<file path="src/rtl/interrupt_controller_if.sv">
// Interrupt controller bus: peripheral requests, mask access and the CPU
// request/ack/return handshake. clk/rst stay outside as plain ports.
interface interrupt_controller_if #(
    parameter int NUM_SRC = 8,
    parameter int VEC_W   = $clog2(NUM_SRC)
);
    logic [NUM_SRC-1:0] irq_in;
    logic               mask_we;
    logic [NUM_SRC-1:0] mask_din;
    logic [NUM_SRC-1:0] mask_out;
    logic               sei;
    logic               cli;
    logic               intr;
    logic [VEC_W-1:0]   intr_vec;
    logic               intr_ack;
    logic               reti;
    logic               in_service;
    logic [NUM_SRC-1:0] pending;
    logic               gie;

    modport master (
        output irq_in, mask_we, mask_din, sei, cli, intr_ack, reti,
        input  mask_out, intr, intr_vec, in_service, pending, gie
    );

    modport slave (
        input  irq_in, mask_we, mask_din, sei, cli, intr_ack, reti,
        output mask_out, intr, intr_vec, in_service, pending, gie
    );
endinterface

</file>
<file path="src/rtl/interrupt_controller.sv">
// Multi-source interrupt controller for the RAT CPU: mask, GIE, lowest-index
// arbitration and the non-nesting ack/return handshake. Define INTC_EDGE_EN for edge-latched requests.
module interrupt_controller #(
    parameter int NUM_SRC = 8,
    parameter int VEC_W   = $clog2(NUM_SRC)
) (
    input  logic                   clk,
    input  logic                   rst,
    interrupt_controller_if.slave  bus
);
    typedef enum logic [1:0] {IDLE, REQ, SERVICE} state_t;

    state_t             state;
    logic [NUM_SRC-1:0] mask;
    logic [NUM_SRC-1:0] pending;
    logic [NUM_SRC-1:0] eligible;
    logic               gie;
    logic               intr;
    logic               in_service;
    logic [VEC_W-1:0]   intr_vec;
    logic [VEC_W-1:0]   first_vec;
    logic               ack_ok;
    logic               reti_ok;

    // Handshake pulses only count in the state that expects them.
    assign ack_ok   = bus.intr_ack && (state == REQ);
    assign reti_ok  = bus.reti && (state == SERVICE);
    assign eligible = pending & mask;

    always_comb begin
        first_vec = '0;
        for (int i = NUM_SRC - 1; i >= 0; i--) begin
            if (eligible[i]) first_vec = VEC_W'(i);
        end
    end

    always_ff @(posedge clk or posedge rst) begin
        if (rst) begin
            mask <= '0;
        end else if (bus.mask_we) begin
            mask <= bus.mask_din;
        end
    end

    always_ff @(posedge clk or posedge rst) begin
        if (rst) begin
            gie <= 1'b0;
        end else if (ack_ok) begin
            gie <= 1'b0;
        end else if (reti_ok || bus.sei) begin
            gie <= 1'b1;
        end else if (bus.cli) begin
            gie <= 1'b0;
        end
    end

`ifdef INTC_EDGE_EN
    logic [NUM_SRC-1:0] irq_hist;
    logic [NUM_SRC-1:0] ack_clr;

    always_comb begin
        ack_clr = '0;
        if (ack_ok) ack_clr[intr_vec] = 1'b1;
    end

    // A fresh edge in the ack cycle is ORed in after the clear, so it survives.
    always_ff @(posedge clk or posedge rst) begin
        if (rst) begin
            irq_hist <= '0;
            pending  <= '0;
        end else begin
            irq_hist <= bus.irq_in;
            pending  <= (pending & ~ack_clr) | (bus.irq_in & ~irq_hist);
        end
    end
`else
    always_ff @(posedge clk or posedge rst) begin
        if (rst) begin
            pending <= '0;
        end else begin
            pending <= bus.irq_in;
        end
    end
`endif

    always_ff @(posedge clk or posedge rst) begin
        if (rst) begin
            state      <= IDLE;
            intr       <= 1'b0;
            intr_vec   <= '0;
            in_service <= 1'b0;
        end else begin
            case (state)
                IDLE: begin
                    if (gie && (|eligible)) begin
                        intr_vec <= first_vec;
                        intr     <= 1'b1;
                        state    <= REQ;
                    end
                end
                REQ: begin
                    if (ack_ok) begin
                        intr       <= 1'b0;
                        in_service <= 1'b1;
                        state      <= SERVICE;
                    end else if (bus.cli) begin
                        intr  <= 1'b0;
                        state <= IDLE;
                    end
                end
                SERVICE: begin
                    if (reti_ok) begin
                        in_service <= 1'b0;
                        state      <= IDLE;
                    end
                end
                default: begin
                    intr       <= 1'b0;
                    in_service <= 1'b0;
                    state      <= IDLE;
                end
            endcase
        end
    end

    assign bus.mask_out   = mask;
    assign bus.pending    = pending;
    assign bus.gie        = gie;
    assign bus.intr       = intr;
    assign bus.intr_vec   = intr_vec;
    assign bus.in_service = in_service;
endmodule

</file>
<file path="src/flat_wrapper.sv">
// flat-port wrapper written by rule: the top's interface ports become plain ports
module interrupt_controller_flat 
#(
    parameter int NUM_SRC = 8,
    parameter int VEC_W   = $clog2(NUM_SRC)
)
  (clk, rst, bus_irq_in, bus_mask_we, bus_mask_din, bus_sei, bus_cli, bus_intr_ack, bus_reti, bus_mask_out, bus_intr, bus_intr_vec, bus_in_service, bus_pending, bus_gie);
  interrupt_controller_if #(.NUM_SRC(NUM_SRC), .VEC_W(VEC_W)) bus_i ();
  input  logic clk;
  input  logic rst;
  input wire logic [$bits(bus_i.irq_in)-1:0] bus_irq_in;
  input wire logic [$bits(bus_i.mask_we)-1:0] bus_mask_we;
  input wire logic [$bits(bus_i.mask_din)-1:0] bus_mask_din;
  input wire logic [$bits(bus_i.sei)-1:0] bus_sei;
  input wire logic [$bits(bus_i.cli)-1:0] bus_cli;
  input wire logic [$bits(bus_i.intr_ack)-1:0] bus_intr_ack;
  input wire logic [$bits(bus_i.reti)-1:0] bus_reti;
  output wire logic [$bits(bus_i.mask_out)-1:0] bus_mask_out;
  output wire logic [$bits(bus_i.intr)-1:0] bus_intr;
  output wire logic [$bits(bus_i.intr_vec)-1:0] bus_intr_vec;
  output wire logic [$bits(bus_i.in_service)-1:0] bus_in_service;
  output wire logic [$bits(bus_i.pending)-1:0] bus_pending;
  output wire logic [$bits(bus_i.gie)-1:0] bus_gie;
  assign bus_i.irq_in = bus_irq_in;
  assign bus_i.mask_we = bus_mask_we;
  assign bus_i.mask_din = bus_mask_din;
  assign bus_i.sei = bus_sei;
  assign bus_i.cli = bus_cli;
  assign bus_i.intr_ack = bus_intr_ack;
  assign bus_i.reti = bus_reti;
  assign bus_mask_out = bus_i.mask_out;
  assign bus_intr = bus_i.intr;
  assign bus_intr_vec = bus_i.intr_vec;
  assign bus_in_service = bus_i.in_service;
  assign bus_pending = bus_i.pending;
  assign bus_gie = bus_i.gie;
  interrupt_controller #(.NUM_SRC(NUM_SRC), .VEC_W(VEC_W)) u_core (.clk(clk), .rst(rst), .bus(bus_i));
endmodule
</file>
<file path="config.mk">
export PLATFORM = sky130hd
export DESIGN_NAME = interrupt_controller_flat
export DESIGN_NICKNAME = d
export VERILOG_FILES = /design/src/rtl/interrupt_controller_if.sv /design/src/rtl/interrupt_controller.sv /design/src/flat_wrapper.sv
export SDC_FILE = /design/constraint.sdc
export NUM_CORES = 1
export LEC_CHECK = 0
export ABC_CLOCK_PERIOD_IN_PS = 1450
export CAP_MARGIN = 20
export CORE_ASPECT_RATIO = 0.75
export CORE_MARGIN = 10
export CORE_UTILIZATION = 30
export CTS_BUF_LIST = sky130_fd_sc_hd__clkbuf_16
export DETAILED_ROUTE_END_ITERATION = 10
export GPL_TIMING_DRIVEN = 1
export SLEW_MARGIN = 20
export SYNTH_ARGS = -nofsm -noshare
export SYNTH_HDL_FRONTEND = slang
export SYNTH_SLANG_ARGS = --single-unit
</file>
<file path="constraint.sdc">
create_clock -name clk -period 1.45 [get_ports clk]
set_input_delay 0.29 -clock clk [delete_from_list [all_inputs] [get_ports clk]]
set_output_delay 0.29 -clock clk [all_outputs]
set_load 0.02 [all_outputs]
</file>
# Yosys cells after proc, flatten, opt, wreduce, memory -nomap -nowiden
# Cells that the tools add are included.
dict set report totals {
  reg_bits 24
  inputBits 23
  out_inout_bits 22
}
dict set report classes {
  eq_ne 6
  mux 22
  bitwise_logic 3
  reduce_logical 11
}
# op n
set op_table {}
lappend op_table {{2-to-1 mux 3 bit} 8}
lappend op_table {{AND reduction 3 bit} 3}
lappend op_table {{AND 8 bit} 1}
lappend op_table {{2-to-1 mux 2 bit} 4}
lappend op_table {{OR reduction 8 bit} 1}
lappend op_table {{2-to-1 mux 1 bit} 7}
lappend op_table {{!= test 2 x 1 -> 1 bit (second input constant)} 3}
lappend op_table {{one-hot mux 1 bit (3 select lines)} 2}
lappend op_table {{one-hot mux 2 bit (3 select lines)} 1}
lappend op_table {{logical AND 1 bit} 3}
lappend op_table {{!= test 3 x 2 -> 1 bit (second input constant)} 1}
lappend op_table {{nonzero test 3 bit} 1}
lappend op_table {{== test 2 x 1 -> 1 bit (second input constant)} 1}
lappend op_table {{== test 2 bit (second input constant)} 1}
lappend op_table {{logical NOT 2 bit} 1}
lappend op_table {{NOT 1 bit} 2}
lappend op_table {{AND reduction 2 bit} 1}
lappend op_table {{logical OR 1 bit} 1}

# Depth between registers and ports, before layout
dict set report logic_depth {
  depth_word 9
  depth_mapped 4
}

# Worst setup path after synthesis
# Ideal clock, no wire load.
dict set report synth_timing {
  path_type {reg-to-reg}
  start {reg u_core.pending[5], in the netlist u_core.bus.pending[5]}
  end {reg u_core.intr_vec[0], in the netlist u_core.bus.intr_vec[0]}
  arrival_ns 1.377
  t_required_ns 1.325
  slack_ns -0.052
  stages_incl_launch_ff 5
  n_path_buf 0
  cell_sequence {dfrtp_1 > a22o_1 > nand4b_1 > and3_4 > mux2_4}
}
dict set report synth_between {
  elab_chain_len 7
  word_cells_on_any_way 10
  cone_classes {mux: 6; bitwise: 1; reduce/logical: 3}
}
# element line
set synth_lines {}
lappend synth_lines {{start: declaration} interrupt_controller.sv:15} ;# logic [NUM_SRC-1:0] pending;
lappend synth_lines {{start signal: assignment} interrupt_controller.sv:81} ;# pending <= bus.irq_in;
lappend synth_lines {{AND 8 bit (*)} interrupt_controller.sv:28} ;# assign eligible = pending & mask;
lappend synth_lines {{2-to-1 mux 3 bit (6 in series)} interrupt_controller.sv:33} ;# if (eligible[i]) first_vec = VEC_W'(i);
lappend synth_lines {{end signal: assignment} interrupt_controller.sv:96} ;# intr_vec <= first_vec;
lappend synth_lines {{end: declaration} interrupt_controller.sv:20} ;# logic [VEC_W-1:0] intr_vec;
# Mark *: on every way between the ends. The rest lies on a longest branch, timed or not.
# A chain may end at the register's enable or synchronous reset.

# Final worst setup path
# Ends and elaborated chain as after synthesis.

==> out/qor.yml <==
run_status:
  status: "finished, violations left"
  violations: "negative setup slack"
route:
  wl_um: 2710
  vias: 807
  wire_per_inst_um: 15.6
  drtPass1Iterations: 4
  drc: 0
  drtIter0Drc: 25
  avgViaCountPerCell: 4.66
  final_antenna_net_count: 0
synth:
  synthAdderAreaFrac_pct: 0
  synthDistinctLibCells: 24
  synthXorXnorAreaFrac_pct: 0
  syn_area_per_cell_um2: 12.8
  yosysWarningCount: 0
  postSynthCellCount: 77
  synth_compound_area_share_pct: 12.6
  post_synth_and_or_nand_nor_area_fraction_pct: 11.0
  synth.area.mux_share_pct: 13.8
  synth_top_family_by_area: "multiplexers"
  synth_nets: 100
  synth_area_um2: 982
  synth-seq-cells: 24
  ys_seq_area_share_pct: 61.1
die:
  coreArea_mm2: 0.00304
  die-area_mm2: 0.00599
  io_pins: 45
  die_h_um: 69.6
  die_x_um: 86.1
  start_util_pct: 32.3
  std_cell_rows: 17
setup_path:
  crit_family: "simple AND/OR/NAND/NOR gates"
  cp-end-kind: "register"
  cp_cell_sequence: "a22o_1 > nand4b_1 > and3_4 > mux2_4"
  critical_path_class: "register to register"
  start_kind: "register"
  crit_cells: 4
  rr_worst_depth: 4
  critPathRequiredTime_ns: 1.59
  critPathSlowestCell: "dfrtp_2"
  arrival_ns: 1.61
  cp_max_fo: 4
  crit_buf_inv: 0
  max_stage_delay_ns: 0.40
clocking:
  clock_path_buffers: 2
  cts_htree_levels: 1
  cts_tree: "built"
  clkLatencyLatePin_ns: 0.26
  clock-sinks: 24
  clock_tree.root_cell: "clkbuf_16"
  path_clk_slew_ns: 0.06
  cts_buffers: 3
sta:
  clock_skew_ns: 0.00386
  layout_setup_ws_ns: -0.0119
  grt_setup_unrepaired: "true"
  hold_ws_ns: 0.378
  hold_violations: 0
  period_share_pct: 101
  setup_viol: 3
  period_minus_slack_ns: 1.46
  maxSlewHeadroom_pct: 79.2
  finalMaxSlewViolations: 0
  tightest_slew_ns: 0.312
  fmax_mhz: 684
cells_and_area:
  area_growth_pct: 63.6
  final_nets: 159
  fin_area_mm2: 0.00161
  n_fill_cell: 278
  layout-drive-gt1-share_pct: 23.0
  antenna_cells: 0
global_routing:
  grt_usage_pct: 9.12
  first_global_vias: 885
  overflow: 0
  grt_first_pass_wirelength_um: 4430
  antenna_found_initial: 0
  grt_max_degree: 25
power:
  p_leak_nw: 0.736
  finalPower_mw: 2.27
  power_density_mw_per_mm2: 1410
  ir_drop_mv: 0.565
placed_design:
  placed_area_mm2: 0.00156
  dp_hpwl_um: 2200
  portBuffers: 44
  gp_congestion: 0.734
job:
  max_cap_violations: 0
min_path:
  hold_class: "input pin to asynchronous set/reset pin"
==> layout make-up <==
cell class | count | area [um^2] | share of cell area [%]
Sequential cell | 24 | 603 | 37.5
Timing Repair Buffer | 56 | 503 | 31.3
Multi-Input combinational cell | 49 | 367 | 22.8
Clock buffer | 3 | 75.1 | 4.67
Tap cell | 38 | 47.5 | 2.96
Inverter | 2 | 7.51 | 0.467
Clock inverter | 1 | 3.75 | 0.234
==> synth_stat cells, drive strengths merged <==
master,number,share of area [%]
a22o,1,0.89
o211ai,1,0.76
a21o,1,0.76
a32oi,1,0.89
mux2,11,14
a21oi,4,2.0
nand2,9,3.4
nand2b,2,1.3
nand3b,1,0.76
a2bb2oi,1,0.89
clkbuf,2,0.76
nand3,2,1.0
and3,3,2.4
o31ai,1,0.76
o21ai,3,1.5
inv,2,0.76
nand4b,1,0.89
nor2,3,1.1
a22oi,4,4.1
dfrtp,24,61
==> worst paths after layout <==
path	startpoint	endpoint	slack, ns
setup reg to reg	u_core.bus.pending[5]	u_core.bus.intr_vec[0]	-0.01
hold / removal	rst	u_core.bus.pending[6]	0.38
min in group clk	bus_irq_in[4]	u_core.bus.pending[4]	0.47
setup / recovery	u_core.bus.pending[5]	u_core.bus.intr_vec[0]	-0.01
max in group asynchronous	rst	u_core.bus.mask_out[5]	0.81
hold reg to reg	u_core.bus.intr	u_core.bus.intr	0.49
==> logic make-up (layout without fill, tap and decap cells) <==
logic type	count (synthesis)	in the layout
buffers and inverters	4	62
and+or+nand+nor	21	21
AOI/OAI and AO/OA	17	17
muxes	11	11
DFF	24	24
==> per-stage QoR <==
| step | TNS (ns) | util (%) | setup slack [ns] | instances |
|---|---|---|---|---|
| CTS | -0.0457 | 52.8 | -0.0222 | 173 |
| global route | -0.229 | 52.8 | -0.0848 | 173 |
| floorplan | -0.0922 | - | -0.0307 | 77 |
| finish | -0.0213 | 52.8 | -0.0119 | 173 |
| detailed placement | -0.0199 | 51.1 | -0.0135 | 169 |
| global placement | 0 | 51.1 | 0.0103 | 169 |
==> sequential cells by signal (all words and copies together), names as in the netlist <==
name / cells
u_core.bus.intr: 1
u_core.bus.gie: 1
u_core.bus.pending: 8
u_core.bus.in_service: 1
u_core.bus.intr_vec: 3
u_core.bus.mask_out: 8
u_core.state: 2
==> tightest hold or removal path: stages <==
cell and delay [ns]:
clkdlybuf4s50_1 0.39, inv_1 0.05, buf_4 0.29
==> routing by layer <==
layer  share of wire, %  track usage (%)
met1                 43             11.1
met3                 12             6.79
met2                 44             12.5
met4               0.67             1.63
met5                  0                0
==> where the power goes <==
group          total [mW]  switching, mW  internal, mW
Combinational       0.758          0.354         0.403
Sequential          0.918          0.112         0.806
Clock               0.597          0.229         0.368
==> cell usage in the layout (no fill, tap or decap), types with 3 or more instances in the layout <==
cell	synthesis	routed
clkdlybuf4s50_1	0	22
mux2_4	3	3
nor2_1	3	3
clkbuf_16	0	3
dlygate4sd2_1	0	22
dfrtp_1	24	22
mux2_2	8	8
buf_4	0	12
a21oi_1	4	4
nand2_1	9	9
==> timing repair <==
item                                    4_1_cts  5_1_grt
hold buffers                                  0        0
buffers inserted                              0        0
endpoints found under the setup margin       25        3
gates resized for setup                      22        0
No activity file was read; power rests on OpenSTA's default activity.
